$ cat src/rtl/lighthouse_pkg.sv
// lighthouse_pkg: shared word layout, frame constants, FSM state type and word packer.
package lighthouse_pkg;
  localparam int DURATION_W = 24;
  localparam int WORDS_PER_FRAME = 8;
  localparam int CH_HI = 31;
  localparam int CH_LO = 27;
  localparam int LH_BIT = 26;
  localparam int AXIS_BIT = 25;
  localparam int VALID_BIT = 24;
  typedef enum logic {IDLE, WAIT} frame_state_t;
  function automatic logic [31:0] pack_word(logic [CH_HI-CH_LO:0] ch, logic lh, logic ax,
                                            logic [DURATION_W-1:0] dur);
    logic [31:0] w;
    w = '0;
    w[CH_HI:CH_LO] = ch;
    w[LH_BIT] = lh;
    w[AXIS_BIT] = ax;
    w[VALID_BIT] = 1'b1;
    w[DURATION_W-1:0] = dur;
    return w;
  endfunction
endpackage

$ cat src/rtl/rr_arbiter.sv
// rr_arbiter: round-robin arbiter, search starts one above the last granted index.
// Ports: clock, reset_n (async, active-low); req request vector; en allows a grant;
//        grant one-hot; idx granted index; any a grant is issued this cycle.
module rr_arbiter #(
  parameter int N = 4,
  parameter int IW = (N > 1) ? $clog2(N) : 1
) (
  input  logic          clock,
  input  logic          reset_n,
  input  logic [N-1:0]  req,
  input  logic          en,
  output logic [N-1:0]  grant,
  output logic [IW-1:0] idx,
  output logic          any
);
  logic [IW-1:0] last;
  always_comb begin
    any = 1'b0;
    idx = '0;
    for (int i = 1; i <= N; i++) begin
      if (!any && en && req[(int'(last) + i) % N]) begin
        any = 1'b1;
        idx = IW'((int'(last) + i) % N);
      end
    end
    grant = any ? (N'(1) << idx) : '0;
  end
  always_ff @(posedge clock or negedge reset_n)
    if (!reset_n) last <= IW'(N - 1);
    else if (any) last <= idx;
endmodule

$ cat src/rtl/lighthouse_frame_packer.sv
// lighthouse_frame_packer: packs per-channel sweep measurements into FIFO words and requests SPI frames.
// Ports: clock, reset_n (async, active-low); sensor_valid/duration/lighthouse/axis per channel;
//        fifo_full, fifo_content, fifo_read from the word FIFO and SPI stage;
//        fifo_wrreq/fifo_data FIFO write; send frame request pulse; overrun_count lost measurements.
module lighthouse_frame_packer
  import lighthouse_pkg::*;
#(
  parameter int NUM_SENSORS = 4,
  parameter int FIFO_DEPTH = 256,
  parameter int TIMEOUT_CYCLES = 65535
) (
  input  logic                      clock,
  input  logic                      reset_n,
  input  logic [NUM_SENSORS-1:0]    sensor_valid,
  input  logic [24*NUM_SENSORS-1:0] sensor_duration,
  input  logic [NUM_SENSORS-1:0]    sensor_lighthouse,
  input  logic [NUM_SENSORS-1:0]    sensor_axis,
  input  logic                      fifo_full,
  input  logic [8:0]                fifo_content,
  input  logic                      fifo_read,
  output logic                      fifo_wrreq,
  output logic [31:0]               fifo_data,
  output logic                      send,
  output logic [7:0]                overrun_count
);
  localparam int IW = (NUM_SENSORS > 1) ? $clog2(NUM_SENSORS) : 1;
  localparam int TW = $clog2(TIMEOUT_CYCLES + 1);
  logic [NUM_SENSORS-1:0] pending, grant;
  logic [31:0] holding [NUM_SENSORS];
  logic [IW-1:0] idx;
  logic any, en;
  logic [5:0] ovr_n;
  logic [8:0] ovr_sum;
  frame_state_t state;
  logic [3:0] rd_cnt;
  logic [TW-1:0] to_cnt;
  // a word count at or beyond capacity is treated like fifo_full
  assign en = !fifo_full && int'(fifo_content) < FIFO_DEPTH;
  rr_arbiter #(.N(NUM_SENSORS), .IW(IW)) u_arb (
    .clock(clock), .reset_n(reset_n), .req(pending), .en(en),
    .grant(grant), .idx(idx), .any(any)
  );
  // a measurement is lost only when a still-pending word is overwritten without being granted
  always_comb begin
    ovr_n = '0;
    for (int i = 0; i < NUM_SENSORS; i++) ovr_n += 6'(sensor_valid[i] & pending[i] & ~grant[i]);
    ovr_sum = {1'b0, overrun_count} + 9'(ovr_n);
  end
  always_ff @(posedge clock or negedge reset_n)
    if (!reset_n) begin
      pending <= '0;
      for (int i = 0; i < NUM_SENSORS; i++) holding[i] <= '0;
      fifo_wrreq <= 1'b0;
      fifo_data <= '0;
      overrun_count <= '0;
    end else begin
      // granted word leaves from the old holding value; a coincident valid reloads and stays pending
      for (int i = 0; i < NUM_SENSORS; i++) begin
        pending[i] <= sensor_valid[i] | (pending[i] & ~grant[i]);
        if (sensor_valid[i])
          holding[i] <= pack_word(5'(i), sensor_lighthouse[i], sensor_axis[i],
                                  sensor_duration[24*i +: DURATION_W]);
      end
      fifo_wrreq <= any;
      if (any) fifo_data <= holding[idx];
      overrun_count <= (ovr_sum > 9'd255) ? 8'hFF : ovr_sum[7:0];
    end
  always_ff @(posedge clock or negedge reset_n)
    if (!reset_n) begin
      state <= IDLE;
      send <= 1'b0;
      rd_cnt <= '0;
      to_cnt <= '0;
    end else begin
      send <= 1'b0;
      if (state == IDLE) begin
        if (fifo_content >= 9'(WORDS_PER_FRAME)) begin
          send <= 1'b1;
          state <= WAIT;
          rd_cnt <= '0;
          to_cnt <= '0;
        end
      end else begin
        rd_cnt <= rd_cnt + 4'(fifo_read);
        to_cnt <= to_cnt + TW'(1);
        if ((fifo_read && rd_cnt == 4'(WORDS_PER_FRAME - 1)) || to_cnt == TW'(TIMEOUT_CYCLES - 1))
          state <= IDLE;
      end
    end
endmodule

$ cat config.mk
export PLATFORM = sky130hd
export DESIGN_NAME = lighthouse_frame_packer
export DESIGN_NICKNAME = d
export VERILOG_FILES = /design/src/rtl/lighthouse_pkg.sv /design/src/rtl/rr_arbiter.sv /design/src/rtl/lighthouse_frame_packer.sv
export SDC_FILE = /design/constraint.sdc
export NUM_CORES = 1
export LEC_CHECK = 0
export CAP_MARGIN = 20
export CORE_MARGIN = 2
export CORE_UTILIZATION = 68
export DETAILED_ROUTE_END_ITERATION = 10
export DONT_BUFFER_PORTS = 1
export PLACE_DENSITY = 0.81
export SLEW_MARGIN = 20
export SYNTH_ARGS = -nofsm -noshare
export SYNTH_HDL_FRONTEND = slang
export SYNTH_SLANG_ARGS = --single-unit
$ cat constraint.sdc
create_clock -name clock -period 11.2 [get_ports clock]
set_input_delay 0 -clock clock [delete_from_list [all_inputs] [get_ports clock]]
set_output_delay 0 -clock clock [all_outputs]
set_load 0.02 [all_outputs]
==> results.yml <==
timing:
  setup_violations: 0
  rsz0062_at_grt: "no"
  fmax_mhz: 216.1
  worst_slew_pin_slew_ns: 0.9329
  hold_ws_ns: 0.04801
  setup_tns_ns: 0
  min_period_ns: 4.628
  fin_crit_sh_pct: 41.32
  hold_viol_final: 0
  skew_ns: 0.006597
  relSlewSlack_pct: 37.81
  drv_slew: 0
  setup_slack_ns: 6.572
yosys:
  ys_ff_latch: 174
  syn_avg_cell_area_sq_um: 12.31
  ys_warn_count: 0
  ys_async_sr_fraction_pct: 100.0
  yosysTopAreaCell: "dfrtp_1"
  synth_ff_type: "dfrtp_1"
  synth.area.top_cells: "dfrtp_1, mux2_2, nand2_1"
  seq_area_frac_synth_pct: 56.83
  synth_top_area_share_pct: 56.14
  synth.distinct_cells: 49
  syn-cell-area_sq_um: 7666
  synth_edf_count: 0
  synthCells: 623
layout:
  mostFrequentLayoutCells: "dfrtp_1, dlygate4sd3_1, mux2_2"
  drive_above_1_share_pct: 22.12
  layout.cells.most_common: "dfrtp_1"
  nFillCells: 479
  syn_to_final_growth_pct: 24.74
  post-route-util_pct: 87.45
  finalNetCount: 865
worst_setup_path:
  crit_path_max_fanout: 31
  critical_path_required_ns: 11.56
  crit_top_cell: "inv_1"
  critPathTopFamily: "adder cells"
  max_stage_delay_ns: 0.71
  path_cells: "nor2b_1, o32a_2, nand2_1, buf_4, o211ai_1, fa_1, inv_1, ha_1, ha_1, inv_1, fa_1, inv_1, a21oi_1, nor2_1, nand3_1, nand2b_1"
  arrival_ns: 4.99
  crit_cells: 16
  crit_path_end_kind: "flop"
  startpoint_type: "flop"
  reg2reg_depth: 16
  path_buf_inv: 4
  cp_slowest_cell: "o32a_2"
  worstSetupPathType: "reg2reg"
power_and_ir_drop:
  ir_drop_v: 0.0001909
  power-per-cell-area_nw_per_um2: 217.8
  leakage_uw: 0.004061
run:
  maxCapViolCount: 0
detailed_routing:
  postRouteAntennaNets: 0
  vias_per_cell: 6.452
  routedWlPerCell_um: 23.84
  first_pass_iters: 7
  routed_wl_um: 21150
  drtIter0Drc: 523
  drc_errors: 0
  routed-via-count: 5723
global_route:
  grt_pass1_vias: 6205
  grt_max_degree: 175
  met1_usage_pct: 38.18
  grt_use_met3_pct: 11.70
  antenna_found_initial: 1
  grtUsageMet2_pct: 62.49
  grt_pass1_wl_um: 31770
  grt_overflow: 0
  grt-busiest-layer: "met2"
  grtUsageTotal_pct: 36.36
placement:
  gp_congestion: 0.7741
  portBuffers: 0
  hpwl_um: 10650
  dp_slack_ns: 6.769
cts:
  cts_tree: "yes"
  cts_resized: 0
  cts_made_buffers: 17
  cts_buffer_depth: 2
  htree_num_levels: 4
  clock-root-buffer: "clkbuf_16"
  clkSlewWorstSetupHoldPaths_ns: 0.06
  clock_latency_ns: 0.44
  cts.sinks: 174
  cts_setup_buffers: 0
status:
  status: "finished clean"
floorplan:
  die_x_um: 110.2
  ios: 163
  dieArea_sq_um: 12140
  core_sq_um: 10940
  rows: 38
  start_util_pct: 70.10
  dieHeight_um: 110.2
min_path:
  holdPathStages: 4
  hold_path_class: "in2reg"
state kept, by name, indices dropped and copies added (netlist names):
signal,cells
holding,108
fifo_data,29
to_cnt,16
overrun_count,8
pending,4
rd_cnt,4
u_arb.last,2
fifo_wrreq,1
send,1
state,1
kinds of logic after synthesis:
group / Yosys count / synth area share, %
and+or+nand+nor: 148 / 8.895
AOI/OAI and AO/OA: 95 / 7.965
other: 1 / 0.04892
adders and majority gates: 11 / 1.991
xor gates and xnor gates: 7 / 0.7998
buffers and inverters: 49 / 3.297
muxes: 138 / 20.17
DFF: 174 / 56.83
worst register-to-register path, cell delays in order, from the launching register on:
cell      delay [ns]
dfstp_2         0.60
nor2b_1         0.08
o32a_2          0.71
nand2_1         0.22
buf_4           0.41
o211ai_1        0.16
fa_1            0.52
inv_1           0.04
ha_1            0.19
ha_1            0.29
inv_1           0.06
fa_1            0.45
inv_1           0.10
a21oi_1         0.13
nor2_1          0.18
nand3_1         0.24
nand2b_1        0.16
area by class of cell:
class / count / area, sq um / area share [%]
Antenna cell: 1 / 2.502 / 0.02617
Multi-Input combinational cell: 402 / 3073 / 32.13
Timing Repair Buffer: 125 / 1299 / 13.58
Clock inverter: 5 / 75.07 / 0.7850
Clock buffer: 27 / 533.0 / 5.574
Inverter: 13 / 48.80 / 0.5103
Tap cell: 140 / 175.2 / 1.832
Sequential cell: 174 / 4357 / 45.56
what timing repair did:
item / CTS / global route
endpoints found under the setup margin: 0 / 0
hold endpoints to repair: 294 / 0
hold buffers: 121 / 0
through the flow:
step | cell area, sq um | instances | power (uW)
2_1_floorplan | 7674 | 625 | 1295
3_3_place_gp | 7684 | 733 | 1349
3_5_place_dp | 7684 | 733 | 1385
4_1_cts | 9560 | 886 | 2048
5_1_grt | 9563 | 887 | 2167
6_report | 9563 | 887 | 2083
routing by layer:
layer / share of wire, % / vias up
li1: - / 2435
met1: 35 / 2875
met2: 52 / 315
met3: 7.6 / 98
met4: 5.0 / 0
met5: 0 / -
synth_stat cells (all sizes together), types with 3 or more instances:
master	n
xor2	3
nand3	17
a21o	3
clkbuf	16
ha	9
xnor2	4
inv	13
a31oi	27
nand4	6
dfrtp	172
and3	3
mux2i	6
buf	20
nand2b	4
nor2	5
nand2	93
mux2	132
nor3	5
or2	6
o21ai	21
o211ai	5
a21oi	4
o22ai	27
o31ai	3
power breakdown:
part           total, uW  internal (uW)  switching, uW  leakage [uW]
Clock                607            369            237      0.000303
Sequential           960            758            202       0.00203
Combinational        516            240            276       0.00173
Total               2080           1370            715       0.00406
final timing paths:
check                                                   to  slack [ns]                 startpoint
min in group asynchronous          holding[15]$_DFFE_PN0P_        0.19                    reset_n
worst max register to register  overrun_count[0]$_DFF_PN0_        6.57  u_arb.last[1]$_DFFE_PN1P_
worst max-delay path            overrun_count[0]$_DFF_PN0_        6.57  u_arb.last[1]$_DFFE_PN1P_
worst min-delay path                 rd_cnt[2]$_DFFE_PN0P_        0.05            fifo_content[6]
worst min register to register    holding[120]$_DFFE_PN0P_        0.48   holding[120]$_DFFE_PN0P_
max in group asynchronous            rd_cnt[0]$_DFFE_PN0P_       10.23                    reset_n
Power figures use the tool's default switching activity.
